[src/rtl/miner_result_tx_if.sv]
// Result-capture and byte-stream signals between the mining controller, the
// result transmitter and the host link.
interface miner_result_tx_if #(
    parameter int unsigned HASH_W  = 256,
    parameter int unsigned NONCE_W = 32
);
    logic               found_valid;
    logic [HASH_W-1:0]  hash_in;
    logic [NONCE_W-1:0] nonce_in;
    logic [7:0]         tx_data;
    logic               tx_valid;
    logic               tx_ready;
    logic               busy;
    logic [7:0]         drop_count;

    // Controller/host side drives results and ready; observes the stream.
    modport master (
        output found_valid, hash_in, nonce_in, tx_ready,
        input  tx_data, tx_valid, busy, drop_count
    );

    modport slave (
        input  found_valid, hash_in, nonce_in, tx_ready,
        output tx_data, tx_valid, busy, drop_count
    );
endinterface

[src/rtl/miner_result_tx.sv]
// Captures one winning {nonce, hash} and serialises it as a SYNC-prefixed byte frame.
// Optional XOR trailer byte enabled by defining MINER_RESULT_CHECKSUM_EN.
module miner_result_tx #(
    parameter int unsigned HASH_W    = 256,
    parameter int unsigned NONCE_W   = 32,
    parameter logic [7:0]  SYNC_BYTE = 8'hA5
) (
    input  logic               clock,
    input  logic               reset,
    miner_result_tx_if.slave   bus
);

    localparam int unsigned PAYLOAD_W     = HASH_W + NONCE_W;
    localparam int unsigned PAYLOAD_BYTES = PAYLOAD_W / 8;
`ifdef MINER_RESULT_CHECKSUM_EN
    localparam int unsigned FRAME_LEN     = PAYLOAD_BYTES + 2;
`else
    localparam int unsigned FRAME_LEN     = PAYLOAD_BYTES + 1;
`endif
    localparam int unsigned IDX_W         = $clog2(FRAME_LEN);
    localparam logic [IDX_W-1:0] LAST_IDX = IDX_W'(FRAME_LEN - 1);
`ifdef MINER_RESULT_CHECKSUM_EN
    localparam logic [IDX_W-1:0] LAST_PAYLOAD_IDX = IDX_W'(PAYLOAD_BYTES);
`endif

    typedef enum logic {
        IDLE = 1'b0,
        SEND = 1'b1
    } state_e;

    state_e                state_q,    state_d;
    logic [PAYLOAD_W-1:0]  shreg_q,    shreg_d;
    logic [IDX_W-1:0]      idx_q,      idx_d;
    logic [7:0]            tx_data_q,  tx_data_d;
    logic                  tx_valid_q, tx_valid_d;
    logic                  busy_q,     busy_d;
    logic [7:0]            drop_q,     drop_d;
`ifdef MINER_RESULT_CHECKSUM_EN
    logic [7:0]            csum_q,     csum_d;
`endif
    logic                  handshake_c;

    assign handshake_c = tx_valid_q & bus.tx_ready;

    // Next-state and next-output logic.
    always_comb begin
        state_d    = state_q;
        shreg_d    = shreg_q;
        idx_d      = idx_q;
        tx_data_d  = tx_data_q;
        tx_valid_d = tx_valid_q;
        busy_d     = busy_q;
        drop_d     = drop_q;
`ifdef MINER_RESULT_CHECKSUM_EN
        csum_d     = csum_q;
`endif
        unique case (state_q)
            IDLE: begin
                if (bus.found_valid) begin
                    shreg_d    = {bus.nonce_in, bus.hash_in};
                    idx_d      = '0;
                    tx_data_d  = SYNC_BYTE;
                    tx_valid_d = 1'b1;
                    busy_d     = 1'b1;
                    state_d    = SEND;
`ifdef MINER_RESULT_CHECKSUM_EN
                    csum_d     = 8'h00;
`endif
                end
            end
            SEND: begin
                // Results arriving mid-frame are counted, never queued.
                if (bus.found_valid && (drop_q != 8'hFF)) begin
                    drop_d = drop_q + 8'd1;
                end
                if (handshake_c) begin
                    if (idx_q == LAST_IDX) begin
                        state_d    = IDLE;
                        tx_valid_d = 1'b0;
                        busy_d     = 1'b0;
                        idx_d      = '0;
                    end else begin
                        idx_d = idx_q + IDX_W'(1);
`ifdef MINER_RESULT_CHECKSUM_EN
                        // Index 0 is the SYNC byte, which the checksum excludes.
                        if (idx_q != '0) begin
                            csum_d = csum_q ^ tx_data_q;
                        end
                        if (idx_q == LAST_PAYLOAD_IDX) begin
                            tx_data_d = csum_q ^ tx_data_q;
                        end else begin
                            tx_data_d = shreg_q[PAYLOAD_W-1 -: 8];
                            shreg_d   = shreg_q << 8;
                        end
`else
                        tx_data_d = shreg_q[PAYLOAD_W-1 -: 8];
                        shreg_d   = shreg_q << 8;
`endif
                    end
                end
            end
            default: begin
                state_d = IDLE;
            end
        endcase
    end

    always_ff @(posedge clock) begin
        if (reset) begin
            state_q    <= IDLE;
            shreg_q    <= '0;
            idx_q      <= '0;
            tx_data_q  <= 8'h00;
            tx_valid_q <= 1'b0;
            busy_q     <= 1'b0;
            drop_q     <= 8'h00;
`ifdef MINER_RESULT_CHECKSUM_EN
            csum_q     <= 8'h00;
`endif
        end else begin
            state_q    <= state_d;
            shreg_q    <= shreg_d;
            idx_q      <= idx_d;
            tx_data_q  <= tx_data_d;
            tx_valid_q <= tx_valid_d;
            busy_q     <= busy_d;
            drop_q     <= drop_d;
`ifdef MINER_RESULT_CHECKSUM_EN
            csum_q     <= csum_d;
`endif
        end
    end

    assign bus.tx_data    = tx_data_q;
    assign bus.tx_valid   = tx_valid_q;
    assign bus.busy       = busy_q;
    assign bus.drop_count = drop_q;

endmodule
[src/flat_wrapper.sv]
// flat-port wrapper written by rule: the top's interface ports become plain ports
module miner_result_tx_flat 
#(
    parameter int unsigned HASH_W    = 256,
    parameter int unsigned NONCE_W   = 32,
    parameter logic [7:0]  SYNC_BYTE = 8'hA5
)
  (clock, reset, bus_found_valid, bus_hash_in, bus_nonce_in, bus_tx_ready, bus_tx_data, bus_tx_valid, bus_busy, bus_drop_count);
  miner_result_tx_if #(.HASH_W(HASH_W), .NONCE_W(NONCE_W)) bus_i ();
  input  logic clock;
  input  logic reset;
  input wire logic [$bits(bus_i.found_valid)-1:0] bus_found_valid;
  input wire logic [$bits(bus_i.hash_in)-1:0] bus_hash_in;
  input wire logic [$bits(bus_i.nonce_in)-1:0] bus_nonce_in;
  input wire logic [$bits(bus_i.tx_ready)-1:0] bus_tx_ready;
  output wire logic [$bits(bus_i.tx_data)-1:0] bus_tx_data;
  output wire logic [$bits(bus_i.tx_valid)-1:0] bus_tx_valid;
  output wire logic [$bits(bus_i.busy)-1:0] bus_busy;
  output wire logic [$bits(bus_i.drop_count)-1:0] bus_drop_count;
  assign bus_i.found_valid = bus_found_valid;
  assign bus_i.hash_in = bus_hash_in;
  assign bus_i.nonce_in = bus_nonce_in;
  assign bus_i.tx_ready = bus_tx_ready;
  assign bus_tx_data = bus_i.tx_data;
  assign bus_tx_valid = bus_i.tx_valid;
  assign bus_busy = bus_i.busy;
  assign bus_drop_count = bus_i.drop_count;
  miner_result_tx #(.HASH_W(HASH_W), .NONCE_W(NONCE_W), .SYNC_BYTE(SYNC_BYTE)) u_core (.clock(clock), .reset(reset), .bus(bus_i));
endmodule
[config.mk]
export PLATFORM = sky130hd
export DESIGN_NAME = miner_result_tx_flat
export DESIGN_NICKNAME = d
export VERILOG_FILES = /design/src/rtl/miner_result_tx_if.sv /design/src/rtl/miner_result_tx.sv /design/src/flat_wrapper.sv
export SDC_FILE = /design/constraint.sdc
export NUM_CORES = 1
export LEC_CHECK = 0
export BUFFER_PORTS_ARGS = -buffer_cell sky130_fd_sc_hd__buf_4
export CORE_MARGIN = 2
export CORE_UTILIZATION = 57
export CTS_BUF_LIST = sky130_fd_sc_hd__clkbuf_4
export DETAILED_ROUTE_END_ITERATION = 8
export PLACE_DENSITY_LB_ADDON = 0.25
export SLEW_MARGIN = 25
export SYNTH_ARGS = -nofsm -noshare
export SYNTH_HDL_FRONTEND = slang
export SYNTH_SLANG_ARGS = --single-unit
[constraint.sdc]
create_clock -name clock -period 2 [get_ports clock]
set_input_delay 0 -clock clock [delete_from_list [all_inputs] [get_ports clock]]
set_output_delay 0 -clock clock [all_outputs]
set_load 0.01 [all_outputs]
==> results of run 1 <==
[cell type report]
class / count / area [um2]
tap: 335 / 419.2
clock inverter: 12 / 75.07
clock buffer: 133 / 998.5
timing repair buffer: 654 / 6151
multi-input combinational: 1243 / 8135
antenna: 13 / 32.53
sequential: 312 / 6250
fill: 1348 / 3979
inverter: 5 / 18.77
[what timing repair did]
action,in CTS,in global routing
resized for setup,0,18
endpoints found under the hold margin,308,0
endpoints found under the setup margin,0,31
buffers inserted,0,3
hold buffers,292,0
[worst paths after layout]
path | endpoint
worst min-delay path | u_core.shreg_q[5]$_SDFFE_PP0P_
worst min register to register | u_core.bus.tx_data[4]$_SDFFE_PP0P_
worst max register to register | u_core.shreg_q[104]$_SDFFE_PP0P_
worst max-delay path | u_core.shreg_q[104]$_SDFFE_PP0P_
[flip-flops by register name, summed over array words and instances (netlist names)]
signal	count
u_core.shreg_q	288
u_core.bus.tx_valid	1
u_core.idx_q	6
u_core.state_q	1
u_core.bus.tx_data	8
u_core.bus.drop_count	8
[cell families after synthesis]
family | share of synthesized area [%]
AOI/OAI and AO/OA | 24.67
and+or+nand+nor | 9.430
DFF | 41.22
muxes | 18.63
buffers and inverters | 5.508
xor gates and xnor gates | 0.2891
adders and majority gates | 0.2478
[layout by cell type, fill, tap and decap left out, types with 3 or more instances in the layout]
cell type	instances
nand3_1	9
clkinv_1	8
clkbuf_16	7
nor2_1	304
a211oi_1	4
dfxtp_1	311
inv_1	5
a2bb2oi_1	8
mux2i_1	282
a21boi_0	57
nand2_1	18
a21boi_1	220
nor3_1	15
xor2_1	3
buf_4	326
buf_16	7
dlygate4sd3_1	292
diode_2	13
ha_1	3
clkbuf_4	133
a21oi_1	287
buf_12	18
[worst max-delay path, cell delays in order, from the launching register on]
cell and delay, ns:
dfxtp_1 0.34, inv_1 0.10, ha_1 0.20, nand2b_4 0.08, o21ai_4 0.16, buf_12 0.20, nand2_8 0.14, buf_8 0.23
clkbuf_16 0.21, a21boi_1 0.18
[per-layer routing]
layer / routed length, um / global-route usage, % / vias up
met1: 20720 / 41.31 / 7633
met4: 3177 / 21.25 / 0
met5: 0 / 0 / -
li1: - / - / 7264
met3: 4129 / 7.795 / 288
met2: 28040 / 64.66 / 977
[report_power, final]
group          total [mW]  internal [mW]  switching, mW
Sequential           7.13           6.76          0.371
Combinational        3.55           1.87           1.68
Clock                5.95           3.12           2.83
==> metrics, run 1 <==
Cell Area, Placed ~18,000 um2; setup slack, reg-to-reg approximately 0.021 ns; relative slew slack 62.92%; Sinks on Clock Net between 300 and 400; Max FO, Critical Path 25; H-tree depth 3; PD cells 753.0 nW/um2; DIE WIDTH between 150 and 200 um; Buffers on Ports 309; EDFF count, synth 0; cells after synthesis ~1,700; Vias per Instance roughly 6.0; final cell count without fillers between 2,000 and 3,000; number of global-route vias before repair 16,400; status completed; initial antenna violation count 11; share of layout cells above drive strength 1 between 20 and 25%; post-DR wirelength/cell 20.71 um; area grow syn2layout 45.72%; library cells used by synthesis 40; Synth top area share approximately two fifths; Die Ht approximately 170 um; Required @ worst endpoint approximately 2.6 ns; Clk Latency, worst-skew pair 0.71 ns; kind of start point of the critical path register; Worst Max-Slew Pin Slew 0.5561 ns; Tightest Hold Check Type input pin to register; DP Wirelength 26.66 mm; VDD IR-drop max between 0.0005 and 0.0006 V; Worst Reg-to-Reg Cells 9; setup TNS 0 ns; Worst Setup SP u_core.idx_q[0]$_SDFFE_PP0P_; Overflow after GRT 0; prevailing post-synth register cell dfxtp_1; TritonCTS clock tree built; DRT Pass-1 Iters 7; pre-CTS WS about 0.17 ns; max_cap viols 0; synth cell count leaders dfxtp_1 (312), nor2_1 (304), a21oi_1 (287), mux2i_1 (282), a21boi_1 (220); #FFs+latches synth between 300 and 400; crit share post-route 98.94%; Placed Instances around 2,200; pin count of the biggest net entering global routing between 90 and 100; Final nets 2,595; maximum root-to-sink buffer count 3; Initial Util 58.15%; Setup Crit Path Kind register to register; first-pass GRT wire length between 80 and 90 mm; Synth async-reset ratio 0%; Num CTS Buffers between 80 and 90; final core utilization a little over four fifths; Worst R2R Start u_core.idx_q[0]$_SDFFE_PP0P_; Root Driver clkbuf_4; Core Region approximately 26,000 um2; # IOs a little over 300; Fmax 0.5054 GHz; most frequent cell after synthesis dfxtp_1; Crit path arrival time about 2.6 ns; Yosys warnings 0; Routed Wire Length 56.06 mm; total power between 15 and 20 mW; Hold Path Origin bus_hash_in[5]; Iter 0 DRT Violations 1,574; vias post-DR around 16,000; Die Footprint 27,900 um2; cell row count 59; minimum clock period between 1.5 and 2 ns; ranking of synthesized cells by area dfxtp_1 (41%), mux2i_1 (19%), a21boi_1 (11%); gr usage total between 30% and 40%; final cell area excluding filler cells 22,080 um2; Crit. End Element register; post-synth top area cell dfxtp_1; WHS between 0.08 and 0.09 ns; Worst Hold Depth 4; Final WS setup around 0.021 ns; Slew Viols, Final 0; final setup fails 0; Routability Congestion between 0.8 and 0.9; Cell Area, Synth between 15,000 and 20,000 um2; Fin. Hold Viols 0; leakage just under 10 nW; post-route ant nets 0; Mean Syn Cell Area 8.769 um2; sequential share of the synthesized area 41.22%; net count after synthesis 2,023; Clock transition at path regs around 0.070 ns; Remaining DRCs 0; Worst Skew 0.06081 ns
Note: power is estimated with default switching activity, not from simulation.
==> run 2: changes to the inputs <==
- ABC_AREA: not set -> 1
- CAP_MARGIN: not set -> 20
- CORE_MARGIN: 2 -> 5
==> run 2 against run 1 <==
Compared with the run above: global-route usage about the same; hold slack better by 0.12 ns; wire length increased by 6.4%; clock power down 6.2%; sequential power down 4.8%; first-iteration DRC count grew 100%; sequential share of layout area rose by 0.77 points; via count up 20%; cell count increased by 22%; register-to-register slack better by 0.08 ns; synthesized cell count grew 37%; total power fell by 7.3%.
==> metrics, run 2 <==
status completed; post-synth top area cell dfxtp_1; postcts setup bufs 0 (unchanged); Mean Syn Cell Area 6.325 um2 (-28%); relative slew slack 60.01% (-2.9 points); leakage 9.885 nW (+3.0%); #FFs+latches synth 312 (unchanged); Core Region 25,980 um2 (-0.28%); Synth top area share 41.74% (+0.51 points); minimum clock period 1.894 ns (-0.08431 ns); Worst Hold Depth 6 (+2); setup slack, reg-to-reg 0.11 ns (+0.08 ns); area occupied by multi-input gates 7830 um2 (-3.8%); net count after synthesis 2,661 (+32%); Crit. End Element register; Overflow after GRT 0 (unchanged); WHS 0.2129 ns (+0.1235 ns); Worst R2R Start u_core.state_q$_SDFF_PP0_; initial antenna violation count 8 (-3); Clock transition at path regs 0.07 ns (about the same); Filler cells 1,594 (+18%); Num CTS Buffers 81 (-3.6%); VDD IR-drop max 0.0005077 V (-4.5%); Synth async-reset ratio 0% (unchanged); DP Wirelength 27.34 mm (+2.5%); unrepaired setup endpoints after global routing no; Root Driver clkbuf_4; Worst Reg-to-Reg Cells 5 (-4); Routability Congestion 0.8838 (+7.4%); ranking of synthesized cells by area dfxtp_1 (42%), nand2_1 (29%), nand3_1 (10%); Die Ht 172.0 um (+3.0%); Crit path arrival time 2.49 ns (-0.07 ns); Iter 0 DRT Violations 3,203 (+100%); vias post-DR 19,360 (+20%); end of the worst hold path u_core.shreg_q[220]$_SDFFE_PP0P_; post-route ant nets 0 (unchanged); area grow syn2layout 43.61%; share of layout cells above drive strength 1 16.52% (-5.1 points); post-DR wirelength/cell 18.13 um (-12%); worst-path cell chain inv_8, nand2_8, buf_12, nand3_1, a21oi_1; most frequent cell after synthesis nand2_1; Tightest Hold Check Type input pin to register; # IOs 310 (unchanged); synth cell count leaders nand2_1 (1,166), dfxtp_1 (312), nand3_1 (305), a21oi_1 (290), clkbuf_1 (86); Fmax 0.5279 GHz (+4.5%); Die Footprint 29,600 um2 (+6.1%); EDFF count, synth 0 (unchanged); Buffers on Ports 309 (unchanged); final setup fails 0 (unchanged); final core utilization 82.71% (-2.0 points); gr usage total 36.83% (about the same); Worst Skew 0.06998 ns (+0.009165 ns); prevailing post-synth register cell dfxtp_1; Yosys warnings 0 (unchanged); R2R Path End u_core.shreg_q[154]$_SDFFE_PP0P_; setup TNS 0 ns (unchanged); Required @ worst endpoint 2.60 ns (+0.02 ns); Slew Viols, Final 0 (unchanged); cell row count 59 (unchanged); Hold Path Origin bus_hash_in[220]; Worst Setup SP u_core.state_q$_SDFF_PP0_; CP max-delay cell buf_12; Routed Wire Length 59.68 mm (+6.4%); H-tree depth 3 (unchanged); number of global-route vias before repair 18,170 (+11%); cells after synthesis 2,366 (+37%); max_cap viols 0 (unchanged); Initial Util 57.59% (-0.55 points); Setup Crit Path Kind register to register; sequential share of the synthesized area 41.74% (+0.51 points); Sinks on Clock Net 312 (unchanged); Remaining DRCs 0 (unchanged); register area 6250 um2 (unchanged); Cell Area, Synth 14,970 um2 (-1.2%); DIE WIDTH 172.0 um (+3.0%); DRT Pass-1 Iters 8 (+1); Final nets 3,189 (+23%); kind of start point of the critical path register; most common cell after layout, fill and taps aside nand2_1; Fin. Hold Viols 0 (unchanged); pin count of the biggest net entering global routing 146 (+47%); crit share post-route 94.72% (-4.2 points); PD cells 716.8 nW/um2 (-4.8%); Largest register FFs 288 (unchanged); most frequent cells in the layout nand2_1 (1,166), buf_4 (319), dfxtp_1 (311), nand3_1 (304), dlygate4sd3_1 (291); Max FO, Critical Path 126 (+400%); slowest stage delay, CP 0.48 ns (+0.14 ns); Worst Max-Slew Pin Slew 0.5998 ns (+0.04368 ns); Largest Register u_core.shreg_q; first-pass GRT wire length 89.56 mm (+6.9%); Vias per Instance 5.883 (-1.5%); TritonCTS clock tree built; Clk Latency, worst-skew pair 0.71 ns (about the same); maximum root-to-sink buffer count 3 (unchanged); library cells used by synthesis 21 (-48%)
==> run 2: cell types whose count changed in the layout (fill, tap and decap cells not counted), moves of 5 or more <==
cell       before   now
nand3_1         9   304
nor3_1         15     1
inv_1           5    27
mux2i_1       282     0
a21boi_1      220     0
clkbuf_4      133   124
buf_4         326   319
a21boi_0       57     0
nand4_1         1     7
nand2_1        18  1166
nor2_1        304    35
o21ai_0         1    14
diode_2        13     8
a2bb2oi_1       8     0
==> run 2: area by class of cell <==
class | count | share of cell area, %
Clock inverter | 13 | 0.3726
Clock buffer | 124 | 4.331
Antenna cell | 8 | 0.09315
Sequential cell | 312 | 29.08
Inverter | 28 | 0.5240
Multi-Input combinational cell | 1836 | 36.43
Tap cell | 335 | 1.950
Timing Repair Buffer | 635 | 27.22
==> run 2: logic make-up after synthesis <==
family	synth area share (%)
buf+inv	6.571
fa+ha+maj	0.2508
xor+xnor	0.1756
simple gates	41.10
flops	41.74
compound gates	10.17
==> run 2: how the worst max path moves through the flow <==
stage                                               to  cells after the start
floorplan           u_core.bus.tx_data[0]$_SDFFE_PP0P_                     11
global placement      u_core.shreg_q[185]$_SDFFE_PP0P_                     10
detailed placement    u_core.shreg_q[110]$_SDFFE_PP0P_                      9
CTS                   u_core.shreg_q[287]$_SDFFE_PP0P_                      9
global route          u_core.shreg_q[244]$_SDFFE_PP0P_                      5
finish                u_core.shreg_q[154]$_SDFFE_PP0P_                      5
==> run 2: critical path, delay by kind of cell (launching register included) <==
kind,cells,cell delay (ns)
compound gates,1,0.24
buf+inv,2,0.59
flops,1,0.43
simple gates,2,0.48
==> run 2: timing repair <==
| action | 4_1_cts | 5_1_grt |
|---|---|---|
| resized for setup | 0 | 8 |
| setup endpoints to repair | 0 | 271 |
| hold endpoints to repair | 308 | 0 |
| hold buffers | 291 | 0 |
==> run 2: report_power, final <==
part,switching (mW),internal [mW]
sequential,0.214,6.57
combinational,1.68,1.36
clock,2.65,2.93
total,4.54,10.9
==> run 2: stage by stage <==
step	instance area [um2]	setup slack (ns)	power (mW)	instances
finish	21490	0.1056	15.41	3291
global route	21490	0.006285	16.03	3290
CTS	21260	0.006577	15.08	3275
detailed placement	17340	0.04695	9.188	2847
global placement	17340	0.1567	9.137	2847
floorplan	14970	0.4852	8.287	2366
==> run 2: per-layer routing <==
layer  share of wire [%]  up-vias  wire (um)  global-route usage [%]
met2                  48     1516      28410                   61.05
met5                   0        -          0                       0
met4                 5.6        0       3340                   20.33
met1                  36     8820      21350                   43.89
met3                  11      348       6569                   9.076
li1                    -     8678          -                       -
